<file path="src/rtl/logic_prim_pkg.sv">
// Shared constants and helpers for the logic primitive unit.
package logic_prim_pkg;

   localparam int DEC_SEL_W = 3;
   localparam int DEC_OUT_W = 8;

   localparam logic [DEC_OUT_W-1:0] DEC_DISABLED = 8'h00;

   // One-hot decode of a select value, forced to all zeros when disabled.
   function automatic logic [DEC_OUT_W-1:0] dec_onehot(
      input logic [DEC_SEL_W-1:0] sel,
      input logic                 en
   );
      logic [DEC_OUT_W-1:0] r;
      r = DEC_DISABLED;
      if (en) begin
         r = DEC_OUT_W'(1) << sel;
      end
      return r;
   endfunction

endpackage

</file>
<file path="src/rtl/prim_fa_bit.sv">
// Single-bit full adder cell; chained by the top to form a ripple-carry adder.
module prim_fa_bit (
   input  logic x,
   input  logic y,
   input  logic cin,
   output logic sum,
   output logic cout
);

   assign sum  = x ^ y ^ cin;
   assign cout = (x & y) | (x & cin) | (y & cin);

endmodule

</file>
<file path="src/rtl/logic_prim_unit.sv">
// Registered primitive unit: bitwise AND, ripple-carry add with carry-in,
// and 3-to-8 one-hot decode, all behind a single valid qualifier.
module logic_prim_unit
   import logic_prim_pkg::*;
#(
   parameter int WIDTH = 4
) (
   input  logic                 i_clk,
   input  logic                 i_rst_n,
   input  logic                 i_valid,
   input  logic [WIDTH-1:0]     i_a,
   input  logic [WIDTH-1:0]     i_b,
   input  logic                 i_c,
   input  logic [DEC_SEL_W-1:0] i_dec_in,
   input  logic                 i_dec_en,
   output logic                 o_valid,
   output logic [WIDTH-1:0]     o_and,
   output logic [WIDTH-1:0]     o_sum,
   output logic                 o_carry,
   output logic [DEC_OUT_W-1:0] o_dec
);

   // Ripple chain: carry_w[0] is the external carry-in, carry_w[WIDTH] the carry-out.
   logic [WIDTH:0]   carry_w;
   logic [WIDTH-1:0] sum_w;

   assign carry_w[0] = i_c;

   for (genvar g = 0; g < WIDTH; g++) begin : g_fa
      prim_fa_bit u_fa (
         .x    (i_a[g]),
         .y    (i_b[g]),
         .cin  (carry_w[g]),
         .sum  (sum_w[g]),
         .cout (carry_w[g+1])
      );
   end

   logic                 valid_q;
   logic [WIDTH-1:0]     and_q,   and_d;
   logic [WIDTH-1:0]     sum_q,   sum_d;
   logic                 carry_q, carry_d;
   logic [DEC_OUT_W-1:0] dec_q,   dec_d;

   // Next-state: load fresh results on a valid sample, otherwise hold.
   always_comb begin
      // NOTE: every output of a combinational block gets a default first so no latch is inferred.
      and_d   = and_q;
      sum_d   = sum_q;
      carry_d = carry_q;
      dec_d   = dec_q;
      if (i_valid) begin
         and_d   = i_a & i_b;
         sum_d   = sum_w;
         carry_d = carry_w[WIDTH];
         dec_d   = dec_onehot(i_dec_in, i_dec_en);
      end
   end

   // Output registers with asynchronous clear; valid tracks i_valid every cycle.
   always_ff @(posedge i_clk or negedge i_rst_n) begin
      // NOTE: sequential state uses non-blocking assignments so all flops update together.
      if (!i_rst_n) begin
         valid_q <= 1'b0;
         and_q   <= '0;
         sum_q   <= '0;
         carry_q <= 1'b0;
         dec_q   <= DEC_DISABLED;
      end else begin
         valid_q <= i_valid;
         and_q   <= and_d;
         sum_q   <= sum_d;
         carry_q <= carry_d;
         dec_q   <= dec_d;
      end
   end

   assign o_valid = valid_q;
   assign o_and   = and_q;
   assign o_sum   = sum_q;
   assign o_carry = carry_q;
   assign o_dec   = dec_q;

endmodule

</file>
<file path="config.mk">
export PLATFORM = sky130hd
export DESIGN_NAME = logic_prim_unit
export DESIGN_NICKNAME = d
export VERILOG_FILES = /design/src/rtl/logic_prim_pkg.sv /design/src/rtl/prim_fa_bit.sv /design/src/rtl/logic_prim_unit.sv
export SDC_FILE = /design/constraint.sdc
export NUM_CORES = 1
export LEC_CHECK = 0
export ABC_AREA = 1
export CAP_MARGIN = 5
export CORE_UTILIZATION = 55
export DETAILED_ROUTE_END_ITERATION = 8
export DONT_BUFFER_PORTS = 1
export PLACE_DENSITY = 0.72
export SYNTH_ARGS = -nofsm -noshare
export SYNTH_HDL_FRONTEND = slang
export SYNTH_SLANG_ARGS = --single-unit
</file>
<file path="constraint.sdc">
create_clock -name i_clk -period 0.9 [get_ports i_clk]
set_clock_uncertainty 0.2 [all_clocks]
set_input_delay 0.18 -clock i_clk [delete_from_list [all_inputs] [get_ports i_clk]]
set_output_delay 0.18 -clock i_clk [all_outputs]
set_load 0.05 [all_outputs]
</file>
Word level (Yosys, flattened, before mapping) --
Cells that the tools add are included.
Cells by class: shift-type cells 1, multiplexer cells 1, bitwise logic cells 29
Operators by type and width (number):
- $and 1x1->1 | 12
- $mux 8 | 1
- $or 1x1->1 | 8
- $shl 1x3->8 const A | 1
- $xor 1x1->1 | 8
- $and 4x4->4 | 1
Storage, ports and cells: register bits after elaboration 18, bits of input ports 16, output and inout port bits 18, word-level logic and storage cells 36

Logic depth before layout (Yosys ltp) --
Gate-level depths: netlist of the first run.
word-level depth 12, depth in mapped cells 8, mapped depth without buffers 8

Cells and area by module --
From an unflattened synthesis of the first run, not the netlist that was laid out.
Unflattened totals: cells, all modules 87, area total of the unflattened synthesis 810.8 sq um
By module, submodules not included:
- logic_prim_unit | instances 1, cells each 83, area an instance 730.7 sq um, seq. area each 450.4 sq um
- prim_fa_bit | instances 4, cells each 1, area an instance 20.0 sq um, seq. area each 0.0 sq um

Worst setup path after synthesis of the first run --
No wires, ideal clock.
path kind input -> register, start point in i_a[0], end point reg sum_q[3], in the netlist o_sum[3], arrival time 1.768 ns, required time 0.626 ns, setup slack -1.142 ns, stages 8, cell sequence inv_1 > fa_1 > inv_1 > fa_1 > fa_1 > inv_1 > fa_1 > o21ai_2
Between the ends: longest elaborated chain between the ends 10
Ends and longest elaborated chain:
- from (decl) | RTL line logic_prim_unit.sv:11 | input logic [WIDTH-1:0] i_a,
- $and 1x1->1 | RTL line prim_fa_bit.sv:11 | assign cout = (x & y) | (x & cin) | (y & cin);
- $or 1x1->1 (*) (2 in series) | RTL line prim_fa_bit.sv:11
- $and 1x1->1 | RTL line prim_fa_bit.sv:11
- $or 1x1->1 | RTL line prim_fa_bit.sv:11
- $or 1x1->1 (*) | RTL line prim_fa_bit.sv:11
- $and 1x1->1 | RTL line prim_fa_bit.sv:11
- $or 1x1->1 | RTL line prim_fa_bit.sv:11
- $or 1x1->1 (*) | RTL line prim_fa_bit.sv:11
- $xor 1x1->1 (*) | RTL line prim_fa_bit.sv:10 | assign sum = x ^ y ^ cin;
- to (signal assigned) | RTL line logic_prim_unit.sv:72 | sum_q <= sum_d;
- to (decl) | RTL line logic_prim_unit.sv:41 | logic [WIDTH-1:0] sum_q, sum_d;
Every way passes the cells marked *; elsewhere a longest branch is shown, timed or not. A chain may end at the register's enable or synchronous reset.

Worst setup path after layout of the first run --
Same ends and word-level chain as after synthesis.

==> results.md, run 1 <==
- Cell area after layout: 0.00137 mm²
- Total global-route track usage: 0.270
- Maximum number of pins on one net before global-route repair: 21
- Max-capacitance violation count: 0
- Maximum fanout along the worst path: 2
- Horizontal die dimension: 42.5 µm
- Top cell by count, worst path: fa_2
- Final weighted congestion of routability-driven global placement: 0.782
- Area of the die: 0.00181 mm²
- Adder and majority cell fraction of the synthesized area: 0.144
- Met2 wire length: 1200 µm
- Mean area per synthesized cell: 9.41 µm²
- Number of iterations in the first detailed-routing pass: 4
- Post-synthesis cell type with the largest combined area: dfrtp_1
- Dominant delay contributor by cell family on the critical path: adder cells
- Largest family of logic cells by synthesized area: simple AND/OR/NAND/NOR gates
- Cts bufs inserted: 3
- CTS clock-pin slew for the worst setup and hold paths: 0.10 ns
- Antenna violations before repair: 0
- Starting density of the core: 0.593
- Result of the run: finished with violations
- Hold EP: o_valid
- Drc violations: 0
- Clock sink count: 18
- Synth Area in Compound Gates: 0.0291
- Final number of hold-violating endpoints: 36
- Mapped Nets: 120
- Slew @ Worst Pin: 0.832 ns
- Netlist area before placement: 903 µm²
- Buffer depth of the longest clock path: 2
- Pins over their slew limit: 0
- Worst setup SP type: primary input
- Worst Path Required: 0.95 ns
- Unrepaired setup endpoints after global routing: yes
- Number of setup violations in the final report: 26
- Top cells by area, synth: dfrtp_1 50%, nand2_1 19%, fa_1 8.9%, ha_1 5.5%, inv_1 4.6%
- FF-to-FF path depth: 3
- TritonCTS clock tree: built
- Most common cell after layout, fill and taps aside: nand2_1
- Average wire per cell in the routed design: 17.2 µm
- Placement row count: 14
- Slew HR: 0.444
- Critical Path Sink Type: flip-flop
- Count of antenna-violating nets left after detailed routing: 0
- Starting DRC count in detailed routing: 12
- Worst Hold Launch: i_valid
- Worst EP arrival: 1.70 ns
- Vias in the first global route: 707
- Slowest CP cell: fa_1
- Final worst path period share: 1.84
- Total I/O pin count: 34
- Final wirelength: 2300 µm
- Quantity of hold-fixing buffers added after cts: 1
- Max Used Layer: met4
- Static Leakage: 0.681 nW
- Depth of the CTS H-tree: 1
- Xor and xnor fraction of the mapped netlist area: 0
- Synth Area in Simple Gates: 0.241
- Multiplexer fraction of the synthesized cell area: 0
- Peak ir drop on the vdd network: 1.16 mV
- Post-route met1 wirelength: 830 µm
- Minimum period implied by the final worst setup slack: 1.66 ns
- Via density per instance: 5.41
- Placeable core area: 0.00152 mm²
- Minimum setup slack after placement: -1.10 ns
- Area of placed instances: 0.00127 mm²
- Count of inserted antenna diode cells: 0
- CP Cell Sequence: clkinv_16 -> fa_2 -> inv_2 -> fa_2 -> fa_2 -> inv_2 -> fa_1 -> o21ai_2
- Die Ht: 42.5 µm
- Met3 WL post-DR: 151 µm
- Worst reg2reg setup slack: -0.14 ns
- Fmax achieved: 604 MHz
- Half-perimeter wire length of the detailed placement result: 1330 µm
- Terminus of the critical flop-to-flop path: o_dec[6]
- Category of the most critical setup path: in2reg
- Wire length of the first global-routing pass: 3360 µm
- Fraction of layout cells with a size suffix above 1: 0.475
- Worst hold slack across all endpoints: -0.314 ns
- Overall via count from detail_route: 725
- Number of I/O port buffers: 0
- Count of distinct cell types in the synthesized netlist: 11
- Net count, final: 143
- Clock tree root buffer cell: clkbuf_4
- Total congestion overflow after global routing: 0
- Violated checks: negative hold slack, negative setup slack
- Largest stage delay, worst path: 0.42 ns
- Clock latency on the worst-skew pair: 0.32 ns
- Startpoint of the lowest-slack register-to-register path: o_dec[6]
- Class of the most critical hold timing path: in2reg
- Sequential fraction of the synthesis area: 0.499
- Critical path buffers and inverters: 3
- Power per Cell Area: 1570 mW/mm²
- Top-area cell type share of the netlist area: 0.499
- Warnings, synthesis: 0
- Area growth from synthesis to layout: 51.4%
- Commonest cells after routing, fill and taps aside: 45 x nand2_1, 17 x dfrtp_2, 17 x buf_12
- Post-synthesis instance total: 96
- Number of cells on the worst hold path: 0
- Final setup slack of the worst path: -0.755 ns
- Number of register bits inferred by synthesis: 18
## power breakdown
group | switching [W] | leakage (nW) | internal, W | total, W
clock | 0.000285 | 0.0150 | 0.000174 | 0.000458
sequential | 0.0000850 | 0.211 | 0.000884 | 0.000969
combinational | 0.000378 | 0.455 | 0.000335 | 0.000713
total | 0.000747 | 0.681 | 0.00139 | 0.00214
## synthesized netlist by cell type, drive strengths merged
library cell and count:
buf 3, dfrtp 18, fa 4, ha 4, inv 12, nand2 47
nor2 5, o21ai 3
## final cells by class
class,count,area (µm²)
clock buffers,4,26.3
fillers,61,156
inverters,12,86.3
multi-input cells,63,384
flip-flops and latches,18,472
well taps,16,20.0
repair buffers,21,379
## state kept, by name, indices dropped and copies added (netlist names)
register	flops
o_sum	4
o_dec	8
o_and	4
o_carry	1
o_valid	1
## cell families (layout without fill, tap and decap cells)
family                   after synthesis  count (layout)
flip-flops                            18              18
adder cells (fa/ha/maj)                8               8
AND/OR/NAND/NOR                       52              52
buffers and inverters                 15              37
AO/OA/AOI/OAI                          3               3
## stage by stage
stage	utilization	instances	power (W)	TNS (ns)	hold slack (ns)
after global routing	0.897	134	0.00222	-9.95	-0.333
final	0.897	134	0.00214	-9.30	-0.314
after global placement	0.833	126	0.00162	-4.09	-0.315
after floorplan	-	96	0.00133	-3.94	-0.316
after CTS	0.874	133	0.00212	-14.43	-0.316
after detailed placement	0.833	126	0.00164	-4.28	-0.315
## worst max path at each step
stage	startpoint	endpoint	slack (ns)	depth (start not counted)
2_1_floorplan	i_b[0]	o_sum[3]	-1.04	8
3_3_place_gp	i_b[0]	o_sum[3]	-1.05	8
3_5_place_dp	i_b[0]	o_sum[3]	-1.10	8
4_1_cts	i_a[0]	o_sum[3]	-0.76	8
5_1_grt	i_a[0]	o_sum[3]	-0.78	8
6_report	i_a[0]	o_sum[3]	-0.76	8
## per-layer routing
layer | global-route usage | up-vias
li1 | - | 321
met1 | 0.315 | 346
met3 | 0.0733 | 13
met2 | 0.412 | 45
met4 | 0.225 | 0
met5 | 0 | -
## what timing repair did
action,in CTS,in global routing
resized for setup,4,7
pin swaps,0,2
hold endpoints to repair,36,36
setup endpoints to repair,23,45
buffers inserted,2,1
Power figures use the tool's default switching activity.
==> run 2: changes to the inputs <==
CORE_UTILIZATION = 59   (was 55)
PLACE_DENSITY = 0.77   (was 0.72)
==> results.md, run 2 <==
- Number of register bits inferred by synthesis: 18 (unchanged)
- Horizontal die dimension: 41.1 µm (-3.3%)
- Clock tree root buffer cell: clkbuf_4
- Mapped Nets: 120 (unchanged)
- Sequential fraction of the synthesis area: 0.499 (unchanged)
- Last stage reached: 4_1_cts
- Placed insts: 125 (-0.79%)
- Quantity of hold-fixing buffers added after cts: 1 (unchanged)
- Die Ht: 41.1 µm (-3.3%)
- Commonest register cell after synthesis: dfrtp_1
- Starting density of the core: 0.661 (+0.0684)
- Cell types with the highest counts after synthesis: 46 x nand2_1, 18 x dfrtp_1, 11 x inv_1
- Clock sink count: 18 (unchanged)
- Post-synthesis instance total: 96 (unchanged)
- Most common cell in the synthesized netlist: nand2_1
- Netlist area before placement: 903 µm² (unchanged)
- Count of distinct cell types in the synthesized netlist: 11 (unchanged)
- Count of buffers added by post-CTS timing repair for setup: 7 (+5)
- Result of the run: aborted with a tool error
- Top cells by area, synth: dfrtp_1 50%, nand2_1 19%, fa_1 8.9%, ha_1 5.5%, inv_1 4.6%
- Error that ended the run: [ERROR DPL-0038] Utilization greater than 100%, impossible to legalize
- Top-area cell type share of the netlist area: 0.499 (unchanged)
- Total I/O pin count: 34 (unchanged)
- Cts bufs inserted: 3 (unchanged)
- Post-synth EDFFs: 0 (unchanged)
- Post-synthesis cell type with the largest combined area: dfrtp_1
- Buffer depth of the longest clock path: 2 (unchanged)
- CTS-repair resized insts: 7 (+3)
- Area of placed instances: 0.00127 mm² (about the same)
- Number of I/O port buffers: 0 (unchanged)
- Final weighted congestion of routability-driven global placement: 0.752 (-3.8%)
- Placement row count: 13 (-1)
- Async set-or-reset flop fraction in the synthesized netlist: 1.00 (unchanged)
- Depth of the CTS H-tree: 1 (unchanged)
- Warnings, synthesis: 0 (unchanged)
- Mean area per synthesized cell: 9.41 µm² (unchanged)
- Half-perimeter wire length of the detailed placement result: 1770 µm (+32%)
run 2: cells by family after synthesis:
logic type | Yosys count | share of synthesized area
compound gates | 3 | 0.0291
buf+inv | 15 | 0.0873
simple gates | 52 | 0.241
fa+ha+maj | 8 | 0.144
flops | 18 | 0.499
run 2: through the flow:
stage	util	hold WS (ns)	setup slack, ns
2_1_floorplan	-	-0.316	-1.04
3_3_place_gp	0.928	-0.315	-1.05
3_5_place_dp	0.928	-0.315	-1.11
==> run 3: changes to the inputs <==
CORE_AREA = 2 2 63 65   (was default)
CORE_UTILIZATION = default   (was 59)
DIE_AREA = 0 0 65 67   (was default)
PLACE_DENSITY = default   (was 0.77)
PLACE_DENSITY_LB_ADDON = 0.15   (was default)
==> results.md, run 3 (same netlist as run 1, synthesis figures left out) <==
- Count of inserted antenna diode cells: 0
- Count of antenna-violating nets left after detailed routing: 0
- Cell count along the critical path: 8
- Horizontal die dimension: 65 µm (+58%)
- Final weighted congestion of routability-driven global placement: 0.711 (-5.5%)
- Result of the run: finished with violations
- Total congestion overflow after global routing: 0
- Worst reg2reg setup slack: -0.07 ns
- Unrepaired setup endpoints after global routing: yes
- Worst setup SP type: primary input
- Static Leakage: 0.693 nW
- Overall via count from detail_route: 666
- Number of setup violations in the final report: 35
- Final worst path period share: 1.89
- Area growth from synthesis to layout: 60.2%
- Placeable core area: 0.00361 mm²
- Fmax achieved: 589 MHz
- Wire length of the first global-routing pass: 3220 µm
- Most common cell after layout, fill and taps aside: nand2_1
- Power per Cell Area: 1620 mW/mm²
- Final number of hold-violating endpoints: 30
- Top cell by count, worst path: fa_2
- Commonest cells after routing, fill and taps aside: 45 x nand2_1, 18 x buf_12, 17 x dfrtp_2
- Terminus of the critical flop-to-flop path: o_sum[3]
- Category of the most critical setup path: in2reg
- Final Instance Count excl. Fillers: 167
- Clock latency on the worst-skew pair: 0.25 ns
- Max-capacitance violation count: 0
- Fraction of layout cells with a size suffix above 1: 0.487
- Number of iterations in the first detailed-routing pass: 4
- Buffer depth of the longest clock path: 2 (unchanged)
- TritonCTS clock tree: built
- Antenna violations before repair: 0
- Worst EP arrival: 1.68 ns
- Worst Path Required: 0.89 ns
- Crit. Startpoint: i_a[0]
- Total I/O pin count: 34 (unchanged)
- Clock sink count: 18 (unchanged)
- Placement row count: 22 (+9)
- Number of I/O port buffers: 0 (unchanged)
- Met2 wire length: 960 µm
- Pins over their slew limit: 0
- Largest stage delay, worst path: 0.41 ns
- Slew @ Worst Pin: 0.452 ns
- Dominant delay contributor by cell family on the critical path: adder cells
- Post-route met1 wirelength: 750 µm
- Slew HR: 0.699
- Area of the die: 0.00436 mm²
- Max reg flops: 8
- Net count, final: 144
- Slowest CP cell: fa_1
- Peak ir drop on the vdd network: 0.480 mV
- Via density per instance: 3.99
- Average wire per cell in the routed design: 11.5 µm
- CP Cell Sequence: clkinv_16 -> fa_2 -> inv_2 -> fa_2 -> fa_2 -> inv_2 -> fa_1 -> o21ai_2
- Critical path buffers and inverters: 3
- Maximum fanout along the worst path: 2
- Starting DRC count in detailed routing: 29
- FF-to-FF path depth: 3
- Total global-route track usage: 0.101
- Violated checks: negative hold slack, negative setup slack
- Half-perimeter wire length of the detailed placement result: 1540 µm (-13%)
- Clock tree root buffer cell: clkbuf_8
- CTS clock-pin slew for the worst setup and hold paths: 0.07 ns
- Startpoint of the lowest-slack register-to-register path: o_sum[3]
- Final wirelength: 1920 µm
- Max Used Layer: met4
- Final setup slack of the worst path: -0.799 ns
- Met3 WL post-DR: 157 µm
- Depth of the CTS H-tree: 1 (unchanged)
- Minimum period implied by the final worst setup slack: 1.70 ns
- Vias in the first global route: 716
- Final core utilization: 0.401
- Die Ht: 67 µm (+63%)
- Critical Path Sink Type: flip-flop
- Maximum number of pins on one net before global-route repair: 19
- Overall power after layout: 0.00234 W
- Drc violations: 0
- Worst setup path endpoint: o_sum[3]
- Worst hold slack across all endpoints: -0.340 ns
- Placed insts: 160 (+28%)
- Starting density of the core: 0.251 (-0.411)
- Cts bufs inserted: 3 (unchanged)
- Class of the most critical hold timing path: in2async
## run 3: area by class of cell
cell class	count	area, µm²
inverter	12	86.3
sequential	18	472
timing repair buffer	22	390
clock buffer	4	55.1
tap	48	60.1
multi-input combinational	63	384
fill	363	2160
## run 3: what timing repair did
action | 4_1_cts | 5_1_grt
gates resized for setup | 3 | 8
hold buffers | 1 | 1
setup endpoints to repair | 22 | 40
setup buffers | 1 | 0
endpoints found under the hold margin | 36 | 33
pin swaps | 0 | 3
cloned | 0 | 0
## run 3: how the worst min path moves through the flow
stage | to | start
CTS | o_valid | i_valid
finish | o_dec[5] | i_rst_n
global placement | o_dec[5] | i_rst_n
detailed placement | o_dec[4] | i_rst_n
global route | o_and[0] | i_rst_n
floorplan | o_and[0] | i_rst_n
## run 3: stage by stage
| stage | setup TNS (ns) | worst slack, ns | area (µm²) |
|---|---|---|---|
| after floorplan | -3.94 | -1.04 | 942 |
| after global placement | -4.14 | -1.07 | 1340 |
| after detailed placement | -4.24 | -1.08 | 1340 |
| after CTS | -15.10 | -0.805 | 1420 |
| after global routing | -14.11 | -0.845 | 1450 |
| final | -12.65 | -0.799 | 1450 |
## run 3: worst reg2reg max path, stage by stage, from the launching register on
cell and delay, ns:
dfrtp_1 0.41, buf_4 0.14, nand2_1 0.07, o21ai_2 0.05
## run 3: per-layer routing
layer,GRT usage,vias up
met3,0.0287,4
met4,0.0718,0
li1,-,323
met1,0.117,312
met2,0.160,27
met5,0,-
## run 3: report_power, final
part / internal, W / leakage (nW) / switching (W)
clock: 0.000389 / 0.0288 / 0.000272
sequential: 0.000885 / 0.211 / 0.0000785
combinational: 0.000344 / 0.453 / 0.000375
